File: src/rtl/serial_bus_arbiter.sv
// Round-robin arbiter for the shared serial bus with registered one-hot grant.
// Split parking/resume is built only when ARB_SPLIT_EN is defined.
module serial_bus_arbiter #(
  parameter int NUM_INIT = 2,
  parameter int OWNER_W  = $clog2(NUM_INIT)
) (
  input  logic                clk,
  input  logic                rst_n,
  input  logic [NUM_INIT-1:0] req,
  input  logic                txn_done,
  input  logic                target_split,
  input  logic                split_resume,
  output logic [NUM_INIT-1:0] grant,
  output logic [OWNER_W-1:0]  owner_id,
  output logic                bus_idle,
  output logic                split_pending,
  output logic [OWNER_W-1:0]  split_owner,
  output logic                split_err
);

  localparam logic [1:0] ST_IDLE = 2'd0;
  localparam logic [1:0] ST_BUSY = 2'd1;
  localparam logic [1:0] ST_TURN = 2'd2;

  logic [1:0]          state;
  logic [OWNER_W-1:0]  last_owner;
  logic [NUM_INIT-1:0] cand;
  logic                rr_found;
  logic [OWNER_W-1:0]  rr_win;
  logic [OWNER_W:0]    rr_idx;
  logic                resume_win;
  logic                release_bus;
  logic [NUM_INIT-1:0] rr_onehot;
  logic [NUM_INIT-1:0] resume_onehot;

`ifdef ARB_SPLIT_EN
  // A parked initiator may not win round-robin until its target resumes it.
  always_comb begin
    cand = req;
    if (split_pending) cand[split_owner] = 1'b0;
  end

  assign resume_win = split_pending & split_resume;
`else
  logic split_unused;

  assign cand         = req;
  assign resume_win   = 1'b0;
  assign split_unused = split_resume;
`endif

  // Search starts one past the last owner; wrap uses a compare so any NUM_INIT works.
  always_comb begin
    rr_found = 1'b0;
    rr_win   = '0;
    rr_idx   = '0;
    for (int k = 1; k <= NUM_INIT; k++) begin
      rr_idx = {1'b0, last_owner} + (OWNER_W+1)'(k);
      if (rr_idx >= (OWNER_W+1)'(NUM_INIT)) rr_idx = rr_idx - (OWNER_W+1)'(NUM_INIT);
      if (!rr_found && cand[rr_idx[OWNER_W-1:0]]) begin
        rr_found = 1'b1;
        rr_win   = rr_idx[OWNER_W-1:0];
      end
    end
  end

  assign rr_onehot     = NUM_INIT'(1) << rr_win;
  assign resume_onehot = NUM_INIT'(1) << split_owner;
  assign release_bus   = txn_done | target_split | ~req[owner_id];

  always_ff @(posedge clk or negedge rst_n) begin
    if (!rst_n) begin
      state      <= ST_IDLE;
      grant      <= '0;
      owner_id   <= '0;
      bus_idle   <= 1'b1;
      last_owner <= OWNER_W'(NUM_INIT - 1);
    end else begin
      case (state)
        ST_IDLE: begin
          if (resume_win) begin
            // Resume grant leaves last_owner alone so rotation fairness is kept.
            grant    <= resume_onehot;
            owner_id <= split_owner;
            bus_idle <= 1'b0;
            state    <= ST_BUSY;
          end else if (rr_found) begin
            grant      <= rr_onehot;
            owner_id   <= rr_win;
            last_owner <= rr_win;
            bus_idle   <= 1'b0;
            state      <= ST_BUSY;
          end
        end
        ST_BUSY: begin
          if (release_bus) begin
            grant    <= '0;
            bus_idle <= 1'b1;
            state    <= ST_TURN;
          end
        end
        ST_TURN: state <= ST_IDLE;
        default: begin
          grant    <= '0;
          bus_idle <= 1'b1;
          state    <= ST_IDLE;
        end
      endcase
    end
  end

`ifdef ARB_SPLIT_EN
  always_ff @(posedge clk or negedge rst_n) begin
    if (!rst_n) begin
      split_pending <= 1'b0;
      split_owner   <= '0;
      split_err     <= 1'b0;
    end else begin
      split_err <= 1'b0;
      if (state == ST_IDLE && resume_win) begin
        split_pending <= 1'b0;
      end else if (state == ST_BUSY && target_split) begin
        // Only one parked transaction; a second split is flagged and released.
        if (!split_pending) begin
          split_pending <= 1'b1;
          split_owner   <= owner_id;
        end else begin
          split_err <= 1'b1;
        end
      end
    end
  end
`else
  assign split_pending = 1'b0;
  assign split_owner   = '0;
  assign split_err     = 1'b0;
`endif

endmodule

File: config.mk
export PLATFORM = sky130hd
export DESIGN_NAME = serial_bus_arbiter
export DESIGN_NICKNAME = d
export VERILOG_FILES = /design/src/rtl/serial_bus_arbiter.sv
export SDC_FILE = /design/constraint.sdc
export NUM_CORES = 1
export LEC_CHECK = 0
export BUFFER_PORTS_ARGS = -buffer_cell sky130_fd_sc_hd__buf_2
export CAP_MARGIN = 0
export CORE_AREA = 4 4 41 43
export DETAILED_ROUTE_END_ITERATION = 7
export DIE_AREA = 0 0 45 47
export GPL_TIMING_DRIVEN = 0
export PLACE_DENSITY = 0.54
export SYNTH_ARGS = -nofsm -noshare
export SYNTH_HDL_FRONTEND = slang
export SYNTH_SLANG_ARGS = --single-unit
File: constraint.sdc
create_clock -name clk -period 1.6 [get_ports clk]
set_input_delay 0.16 -clock clk [delete_from_list [all_inputs] [get_ports clk]]
set_output_delay 0.16 -clock clk [all_outputs]
set_load 0.02 [all_outputs]
# --- Yosys cells after proc, flatten, opt, wreduce, memory -nomap -nowiden ---
# Cells that the tools add are included.
totals:
  inputBits: 7
  out_inout_bits: 7
  ff_bits: 7
op_classes:
  order_cmp: 5
  n_eq_ne: 4
  addsub: 4
  shifts: 1
  reduce_logical: 6
  muxes: 21
  n_bitwise: 4
op_table:
  columns: ["operator", "count"]
  rows:
  - ["$mux 1", 14]
  - ["$mux 2", 4]
  - ["$lt 1x2->1 const B", 3]
  - ["$pmux 2 s3", 1]
  - ["$ge 2x2->1 const B", 2]
  - ["$ne 2x2->1 const B", 2]
  - ["$pmux 2 s2", 1]
  - ["$reduce_and 2->1", 2]
  - ["$pmux 1 s3", 1]
  - ["$reduce_and 3->1", 1]
  - ["$add 1x1->2 const B", 1]
  - ["$add 1x2->2 const B", 1]
  - ["$eq 2x1->1 const B", 1]
  - ["$eq 2x2->1 const B", 1]
  - ["$logic_not 2->1", 1]
  - ["$not 1->1", 2]
  - ["$or 1x1->1", 2]
  - ["$shl 1x1->2 const A", 1]
  - ["$sub 1x1->1 const B", 2]
  - ["$logic_and 1x1->1", 1]
  - ["$logic_not 1->1", 1]

# --- Logic depth before layout (Yosys ltp) ---
# Gate-level depths: netlist (run 1).
logic_depth:
  ltp_word: 12
  depth_mapped: 4
  depth_no_buf: 3

# --- Least setup slack after synthesis (run 1) ---
# No wires, ideal clock.
synth_path:
  kind: "register to register"
  from: "register owner_id"
  to: "register bus_idle"
  slack_ns: 0.292
  t_arrival_ns: 1.225
  path_buffers: 0
  required_time_ns: 1.517
  setup_time_ns: 0.083
  stages_incl_launch_ff: 4
  path_cell_list: "dfrtp_1 mux2i_1 or3_4 o311a_1"
synth_between:
  elab_chain_len: 6
synth_lines:
  columns: ["item", "line", "rtl"]
  rows:
  - ["from (decl)", "14", "output logic [OWNER_W-1:0] owner_id,"]
  - ["from (signal assigned)", "84", "owner_id <= split_owner;"]
  - ["from (signal assigned)", "89", "owner_id <= rr_win;"]
  - ["$mux 1 (not written as such) (2 in series)", "69", "assign release_bus = txn_done | target_split | ~req[owner_id];"]
  - ["$not 1->1", "69", null]
  - ["$or 1x1->1", "69", null]
  - ["$ne 2x2->1 (no line)", null, null]
  - ["$reduce_and 3->1 (no line)", null, null]
  - ["to (signal assigned)", "76", "bus_idle <= 1'b1;"]
  - ["to (signal assigned)", "85", "bus_idle <= 1'b0;"]
  - ["to (signal assigned)", "91", "bus_idle <= 1'b0;"]
  - ["to (decl)", "15", "output logic bus_idle,"]
# No other way between the ends. The select of a mux whose other input is x is not followed.
# A chain may end at the register's enable or synchronous reset.

# --- Worst setup path in the final report (run 1) ---
layout_path:
  from: "register state[0]"
  to: "register grant[0]"
layout_between:
  elab_chain_len: 3
  elab_cells_between_ends: 8
  cone_classes: "eq/ne: 4; mux: 1; bitwise: 1; reduce/logical: 2"
layout_lines:
  columns: ["item", "line", "rtl"]
  rows:
  - ["from (decl)", "25", "logic [1:0] state;"]
  - ["from (signal assigned)", "73", "state <= ST_IDLE;"]
  - ["from (signal assigned)", "86", "state <= ST_BUSY;"]
  - ["from (signal assigned)", "92", "state <= ST_BUSY;"]
  - ["$eq 2x1->1 (tied with other cells)", "79", "case (state)"]
  - ["$ne 2x2->1 (no line) / $not 1->1 (equally long branches)", null, null]
  - ["$reduce_and 3->1 (no line)", null, null]
  - ["to (signal assigned)", "83", "grant <= resume_onehot;"]
  - ["to (signal assigned)", "88", "grant <= rr_onehot;"]
  - ["to (decl)", "13", "output logic [NUM_INIT-1:0] grant,"]
# Several ways; a longest one is shown, not always the timed one.

==> impl_metrics.sql, run 1 <==
INSERT INTO impl_metrics (metric_group, metric, value, unit) VALUES
('global_routing', 'top_usage_layer_grt', 'met2', ''),
('floorplanning', 'floorplan.initialDensity', '29.5', '%'),
('finish', 'sequential_standard_cell_area', '178', 'µm²'),
('logic_synthesis', 'synth_area', '384', 'µm²'),
('power_and_ir_drop', 'netSwitchingFraction', '39.6', '%'),
('global_routing', 'grt_pass1_vias', '321', ''),
('floorplanning', 'pin_count', '14', ''),
('worst_setup_path', 'critical-path-max-stage-delay', '0.40', 'ns'),
('timing', 'fmaxAchievable', '738', 'MHz'),
('worst_setup_path', 'worst-r2r-cell-count', '4', ''),
('timing', 'period_needed', '1.35', 'ns'),
('finish', 'drive_above_1_share', '37.0', '%'),
('drt', 'drt.antenna.violating_nets', '0', ''),
('drt', 'vias', '326', ''),
('logic_synthesis', 'avgSynthCellArea', '10.1', 'µm²'),
('finish', 'finish.net_count', '62', ''),
('global_routing', 'met1_usage_grt', '11.4', '%'),
('timing', 'final-max-slew-violation-count', '0', ''),
('power_and_ir_drop', 'leakagePower', '0.225', 'nW'),
('run_status', 'status', 'finished, final reports clean', ''),
('logic_synthesis', 'synth.ff_latch_count', '7', ''),
('floorplanning', 'rows', '13', ''),
('global_routing', 'globalRoute.totalOverflow', '0', ''),
('timing', 'finClkSkew', '0.00117', 'ns'),
('clocking', 'htreeDepth', '1', ''),
('worst_setup_path', 'timing.setup.critical_path_class', 'flip-flop to flip-flop', ''),
('global_routing', 'grt_use_total', '9.86', '%'),
('global_routing', 'grt_util_met3', '7.28', '%'),
('worst_setup_path', 'crit_path_start', 'state[0]', ''),
('floorplanning', 'core', '0.00130', 'mm²'),
('finish', 'multiInputGateArea', '188', 'µm²'),
('logic_synthesis', 'synth-main-ff-cell', 'sky130_fd_sc_hd__dfrtp_1', ''),
('power_and_ir_drop', 'totalPowerFinal', '0.927', 'mW'),
('run', 'max_cap_viol_count', '0', ''),
('finish', 'stdcell_count', '69', ''),
('finish', 'number_of_antenna_cells_inserted', '0', ''),
('worst_setup_path', 'timing.critical_path.to_type', 'flip-flop', ''),
('worst_setup_path', 'setup.worst_path.end', 'grant[0]', ''),
('timing', 'setup_violators_final', '0', ''),
('placed_design', 'post-place-cells', '64', ''),
('drt', 'routed_wirelength', '800', 'µm'),
('global_routing', 'grt_max_degree', '10', ''),
('worst_setup_path', 'arrival', '1.52', 'ns'),
('drt', 'drt-vias-per-instance', '4.72', ''),
('timing', 'timing.setup.tns', '0', 'ns'),
('power_and_ir_drop', 'vdd_ir_drop_max', '1.00', 'mV'),
('logic_synthesis', 'yosysWarnings', '0', ''),
('logic_synthesis', 'synth_cells', '38', ''),
('power_and_ir_drop', 'comb_power_share', '43.6', '%'),
('finish', 'finish.instance_area', '492', 'µm²'),
('power_and_ir_drop', 'p_int', '0.560', 'mW'),
('timing', 'final_min_period_over_clock_period', '84.6', '%'),
('clocking', 'clk_root_buffer_cell', 'sky130_fd_sc_hd__clkbuf_4', ''),
('drt', 'drc_viols', '0', ''),
('clocking', 'clk_transition_reported_paths', '0.06', 'ns'),
('worst_setup_path', 'timing.critical_path.depth', '4', ''),
('power_and_ir_drop', 'p_switching', '0.367', 'mW'),
('power_and_ir_drop', 'pwr-share-clk', '18.0', '%'),
('placed_design', 'place.port_buffers', '9', ''),
('clocking', 'cts_buffer_depth', '2', ''),
('floorplanning', 'width_of_the_die', '45', 'µm'),
('global_routing', 'grt_antenna_before_repair', '0', ''),
('worst_setup_path', 'cpLargestDelayFamily', 'simple AND/OR/NAND/NOR gates', ''),
('power_and_ir_drop', 'power_density', '1890', 'mW/mm²'),
('timing', 'timing_hold_violations_final', '0', ''),
('drt', 'detail_route.first_pass.iterations', '4', ''),
('drt', 'first_iter_violations', '3', ''),
('min_path', 'path_type_of_the_worst_min_delay_path', 'primary input to flip-flop', ''),
('global_routing', 'wire_length_of_the_first_global_routing_pass', '1410', 'µm'),
('worst_setup_path', 'crit_path_cell_chain', 'clkbuf_1 -> nand2_1 -> or4_1 -> o211ai_1', ''),
('logic_synthesis', 'synthDistinctLibCells', '27', '');
## state kept, by name, indices dropped and copies added, names as in the netlist
register / flops
owner_id: 1
state: 2
last_owner: 1
bus_idle: 1
grant: 2
## what timing repair did
action / in CTS / in global routing
hold endpoints to repair: 7 / 0
endpoints found under the setup margin: 0 / 0
hold buffers: 1 / 0
resized for setup: 0 / 0
## Yosys cell counts (2+ instances only)
cell type,count,area share (%)
sky130_fd_sc_hd__o211ai_1,2,3.9
sky130_fd_sc_hd__nand2_1,3,2.9
sky130_fd_sc_hd__buf_4,3,5.9
sky130_fd_sc_hd__dfrtp_1,5,33
sky130_fd_sc_hd__dfstp_2,2,14
sky130_fd_sc_hd__o21ai_0,2,2.6
## per-layer routing
metal | up-vias | wire [µm]
li1 | 165 | -
met1 | 144 | 375
met2 | 13 | 333
met3 | 4 | 76
met4 | 0 | 14
met5 | - | 0
## power groups by stage
| stage | Clock [mW] | Combinational [mW] | Sequential, mW |
|---|---|---|---|
| finish | 0.167 | 0.404 | 0.356 |
| global route | 0.194 | 0.446 | 0.374 |
| CTS | 0.174 | 0.407 | 0.358 |
| detailed placement | 0 | 0.404 | 0.359 |
| global placement | 0 | 0.400 | 0.357 |
| floorplan | 0 | 0.240 | 0.409 |
## metrics by stage
step                worst slack [ns]  hold WS (ns)  util (%)
floorplan                      0.292        -0.136         -
global placement               0.260       0.00802      35.0
detailed placement             0.267       0.00902      35.0
CTS                            0.230         0.146      37.8
global route                  0.0763         0.165      37.8
finish                         0.246         0.152      37.8
## cells in the final DEF, fill, tap and decap left out
cell,n
sky130_fd_sc_hd__a211oi_1,1
sky130_fd_sc_hd__a21oi_1,1
sky130_fd_sc_hd__a2bb2oi_1,1
sky130_fd_sc_hd__a31oi_1,1
sky130_fd_sc_hd__and2_2,1
sky130_fd_sc_hd__and3b_1,1
sky130_fd_sc_hd__buf_2,9
sky130_fd_sc_hd__buf_4,3
sky130_fd_sc_hd__clkbuf_1,2
sky130_fd_sc_hd__clkbuf_4,3
sky130_fd_sc_hd__conb_1,3
sky130_fd_sc_hd__dfrtp_1,5
sky130_fd_sc_hd__dfstp_2,2
sky130_fd_sc_hd__dlygate4sd3_1,1
sky130_fd_sc_hd__mux2i_1,1
sky130_fd_sc_hd__nand2_1,3
sky130_fd_sc_hd__nand2b_1,1
sky130_fd_sc_hd__nand3b_1,1
sky130_fd_sc_hd__nor2_1,1
sky130_fd_sc_hd__nor2b_1,1
sky130_fd_sc_hd__nor3_1,1
sky130_fd_sc_hd__o211ai_1,2
sky130_fd_sc_hd__o21ai_0,2
sky130_fd_sc_hd__o22ai_1,1
sky130_fd_sc_hd__o2bb2ai_1,1
sky130_fd_sc_hd__o311a_1,1
sky130_fd_sc_hd__or2_2,1
sky130_fd_sc_hd__or2b_1,1
sky130_fd_sc_hd__or3_4,1
sky130_fd_sc_hd__or4_1,1
## worst min path at each step
| stage | endpoint | depth (start not counted) | from | slack, ns |
|---|---|---|---|---|
| finish | last_owner | 2 | req[0] | 0.15 |
| global route | last_owner | 2 | req[0] | 0.16 |
| CTS | last_owner | 2 | req[0] | 0.15 |
| detailed placement | owner_id | 1 | rst_n | 0.009 |
| global placement | owner_id | 1 | rst_n | 0.008 |
| floorplan | grant[0] | 0 | rst_n | -0.14 |
## cells by family (layout without fill, tap and decap cells)
group	Yosys count	after routing	synth area share, %
and+or+nand+nor	14	14	23.1
AOI/OAI and AO/OA	11	11	20.2
DFF	7	7	46.3
buffers and inverters	4	18	6.84
other	1	3	0.976
muxes	1	1	2.61
## worst register-to-register path: stages, from the launching register on
cell and delay (ns):
sky130_fd_sc_hd__dfrtp_1 0.31, sky130_fd_sc_hd__clkbuf_1 0.29, sky130_fd_sc_hd__nand2_1 0.08, sky130_fd_sc_hd__or4_1 0.40, sky130_fd_sc_hd__o211ai_1 0.19
## final cells by class
class	count	share of cell area [%]
Clock buffer	4	5.34
Timing Repair Buffer	10	11.2
Buffer	4	5.34
Multi-Input combinational cell	29	38.2
Sequential cell	7	36.1
Tap cell	15	3.82
Note: power is estimated with default switching activity, not from simulation.
==> inputs of run 2 (changes only) <==
--- a/config.mk
+++ b/config.mk
@@ -11,7 +11,7 @@
 export DETAILED_ROUTE_END_ITERATION = 7
 export DIE_AREA = 0 0 45 47
 export GPL_TIMING_DRIVEN = 0
-export PLACE_DENSITY = 0.54
+export PLACE_DENSITY = 0.56
 export SYNTH_ARGS = -nofsm -noshare
 export SYNTH_HDL_FRONTEND = slang
 export SYNTH_SLANG_ARGS = --single-unit
==> constraint.sdc (replaced) <==
create_clock -name clk -period 1.11 [get_ports clk]
set_input_delay 0.111 -clock clk [delete_from_list [all_inputs] [get_ports clk]]
set_output_delay 0.111 -clock clk [all_outputs]
set_load 0.02 [all_outputs]
==> impl_metrics.sql, run 2 (synthesized netlist as in run 1, its figures left out) <==
INSERT INTO impl_metrics (metric_group, metric, value, unit) VALUES
('run_status', 'status', 'finished with violations', ''),
('run_status', 'violated_checks', 'negative setup slack', ''),
('worst_setup_path', 'start_kind', 'flip-flop', ''),
('power_and_ir_drop', 'comb_power_share', '41.7', '%'),
('power_and_ir_drop', 'pwr-share-seq', '41.3', '%'),
('run', 'max_cap_viol_count', '0', ''),
('timing', 'timing.setup.tns', '-0.436', 'ns'),
('power_and_ir_drop', 'pwr-share-clk', '17.0', '%'),
('worst_setup_path', 'worst-r2r-cell-count', '3', ''),
('finish', 'layout.cells.most_common_list', 'sky130_fd_sc_hd__buf_2, sky130_fd_sc_hd__buf_4, sky130_fd_sc_hd__dfrtp_1', ''),
('min_path', 'worst_hold_endpoint', 'last_owner', ''),
('finish', 'layout_commonest_cell', 'sky130_fd_sc_hd__buf_2', ''),
('finish', 'drive_above_1_share', '42.6', '%'),
('global_routing', 'grt_antenna_before_repair', '0', ''),
('min_path', 'holdCritStartpoint', 'req[0]', ''),
('drt', 'routedWlPerCell', '10.8', 'µm'),
('power_and_ir_drop', 'vdd_ir_drop_max', '1.29', 'mV'),
('floorplanning', 'design.die.area', '0.00212', 'mm²'),
('global_routing', 'wire_length_of_the_first_global_routing_pass', '1240', 'µm'),
('timing', 'period_needed', '1.26', 'ns'),
('global_routing', 'grt_pass1_vias', '290', ''),
('placed_design', 'worst_slack_at_placement', '-0.211', 'ns'),
('worst_setup_path', 'r2r_end', 'bus_idle', ''),
('floorplanning', 'width_of_the_die', '45', 'µm'),
('global_routing', 'grt_use_total', '8.69', '%'),
('timing', 'finClkSkew', '0.00282', 'ns'),
('timing', 'fmaxAchievable', '794', 'MHz'),
('clocking', 'cts_tree', 'done', ''),
('power_and_ir_drop', 'power_density', '2710', 'mW/mm²'),
('drt', 'first_iter_violations', '7', ''),
('drt', 'vias', '324', ''),
('drt', 'drc_viols', '0', ''),
('floorplanning', 'die-height', '47', 'µm'),
('floorplanning', 'rows', '13', ''),
('finish', 'number_of_antenna_cells_inserted', '0', ''),
('floorplanning', 'pin_count', '14', ''),
('finish', 'areaGrowthSynthToFinish', '30.0', '%'),
('placed_design', 'dp.final_hpwl', '560', 'µm'),
('power_and_ir_drop', 'netSwitchingFraction', '38.6', '%'),
('worst_setup_path', 'r2r_start', 'owner_id', ''),
('placed_design', 'globalplace.congestion', '0.747', ''),
('timing', 'final-max-slew-violation-count', '0', ''),
('power_and_ir_drop', 'p_int', '0.829', 'mW'),
('worst_setup_path', 'setup_slack_of_the_worst_register_to_register_path', '-0.15', 'ns'),
('worst_setup_path', 'worst-endpoint-required', '1.28', 'ns'),
('clocking', 'clk_transition_reported_paths', '0.05', 'ns'),
('finish', 'largest_registers', 'grant: 2 flops, state: 2 flops', ''),
('global_routing', 'globalRoute.totalOverflow', '0', ''),
('placed_design', 'place.port_buffers', '9', ''),
('worst_setup_path', 'timing.setup.critical_path_class', 'flip-flop to flip-flop', ''),
('timing', 'final_min_period_over_clock_period', '113', '%'),
('min_path', 'path_type_of_the_worst_min_delay_path', 'primary input to flip-flop', ''),
('drt', 'routed_wirelength', '745', 'µm'),
('power_and_ir_drop', 'leakagePower', '0.228', 'nW'),
('global_routing', 'grt_max_degree', '10', ''),
('floorplanning', 'floorplan.initialDensity', '29.5', '%'),
('clocking', 'cts_buffer_depth', '2', ''),
('power_and_ir_drop', 'p_switching', '0.522', 'mW'),
('timing', 'setup_violators_final', '4', ''),
('finish', 'finish.net_count', '62', ''),
('clocking', 'clk_root_buffer_cell', 'sky130_fd_sc_hd__clkbuf_4', ''),
('timing', 'timing_hold_violations_final', '0', ''),
('floorplanning', 'core', '0.00130', 'mm²'),
('finish', 'layout_fillers', '139', ''),
('min_path', 'min_path_cells', '2', ''),
('worst_setup_path', 'timing.critical_path.to_type', 'flip-flop', ''),
('clocking', 'htreeDepth', '1', ''),
('clocking', 'worstSkewPairLatency', '0.25', 'ns'),
('worst_setup_path', 'arrival', '1.43', 'ns'),
('worst_setup_path', 'worstPathMaxFanout', '4', ''),
('drt', 'drt-vias-per-instance', '4.70', ''),
('timing', 'finalWorstSetupSlack', '-0.149', 'ns'),
('drt', 'detail_route.first_pass.iterations', '4', ''),
('finish', 'finish.instance_area', '499', 'µm²'),
('placed_design', 'placed_area', '457', 'µm²'),
('clocking', 'cts_inserted_buffers', '3', ''),
('drt', 'drt.antenna.violating_nets', '0', ''),
('clocking', 'clock_sinks', '7', ''),
('timing', 'grt_setup_unrepaired', 'true', '');
[run 2: cell count changes in the layout (fill, tap and decap cells not counted)]
cell                       previous run  this run
sky130_fd_sc_hd__nor2_2               0         1
sky130_fd_sc_hd__nor2_1               1         0
sky130_fd_sc_hd__clkbuf_1             2         1
sky130_fd_sc_hd__dfrtp_1              5         4
sky130_fd_sc_hd__buf_4                3         4
sky130_fd_sc_hd__dfrtp_2              0         1
[run 2: what timing repair did]
| item | in CTS | in global routing |
|---|---|---|
| setup buffers | 1 | 0 |
| pin swaps | 0 | 0 |
| hold endpoints to repair | 7 | 0 |
| endpoints found under the setup margin | 6 | 5 |
| hold buffers | 1 | 0 |
| resized for setup | 1 | 0 |
[run 2: cell type report]
| type | instances | area, µm² | share of cell area [%] |
|---|---|---|---|
| multi-input combinational | 29 | 190 | 38.1 |
| sequential | 7 | 179 | 35.8 |
| timing repair buffer | 11 | 62.6 | 12.5 |
| clock buffer | 4 | 26.3 | 5.26 |
| buffer | 3 | 22.5 | 4.51 |
| tap | 15 | 18.8 | 3.76 |
[run 2: worst max path at each step]
stage               slack [ns]  startpoint  cells after the start  endpoint
detailed placement       -0.21    state[0]                      4  grant[0]
CTS                      -0.15    owner_id                      3  bus_idle
global placement         -0.21    state[0]                      4  grant[0]
global route             -0.21    owner_id                      3  grant[0]
finish                   -0.15    owner_id                      3  bus_idle
floorplan                -0.17    owner_id                      3  bus_idle
[run 2: routing by layer]
metal  up-vias  routed length, µm  GRT usage [%]
li1        164                  -              -
met1       147                348           9.35
met2        13                326           13.6
met3         0                 70           6.90
met4         0                  0           1.75
met5         -                  0              0
[run 2: power groups by stage]
stage	clock network [mW]	registers (mW)	logic, mW
2_1_floorplan	0	0.593	0.346
3_3_place_gp	0	0.520	0.572
3_5_place_dp	0	0.523	0.578
4_1_cts	0.236	0.556	0.571
5_1_grt	0.264	0.591	0.619
6_report	0.229	0.558	0.564
[run 2: per-stage QoR]
step	std cells	power, mW	hold slack [ns]	utilization (%)
final	69	1.35	0.112	38.4
after floorplan	40	0.939	-0.185	-
after global placement	64	1.09	-0.0462	35.1
after detailed placement	64	1.10	-0.0475	35.1
after global routing	69	1.47	0.0995	38.4
after CTS	69	1.36	0.107	38.4
[run 2: worst max-delay path: stages, from the launching register on]
cell and delay, ns:
sky130_fd_sc_hd__dfrtp_2 0.40, sky130_fd_sc_hd__mux2i_1 0.13, sky130_fd_sc_hd__or3_4 0.36, sky130_fd_sc_hd__o311a_1 0.30
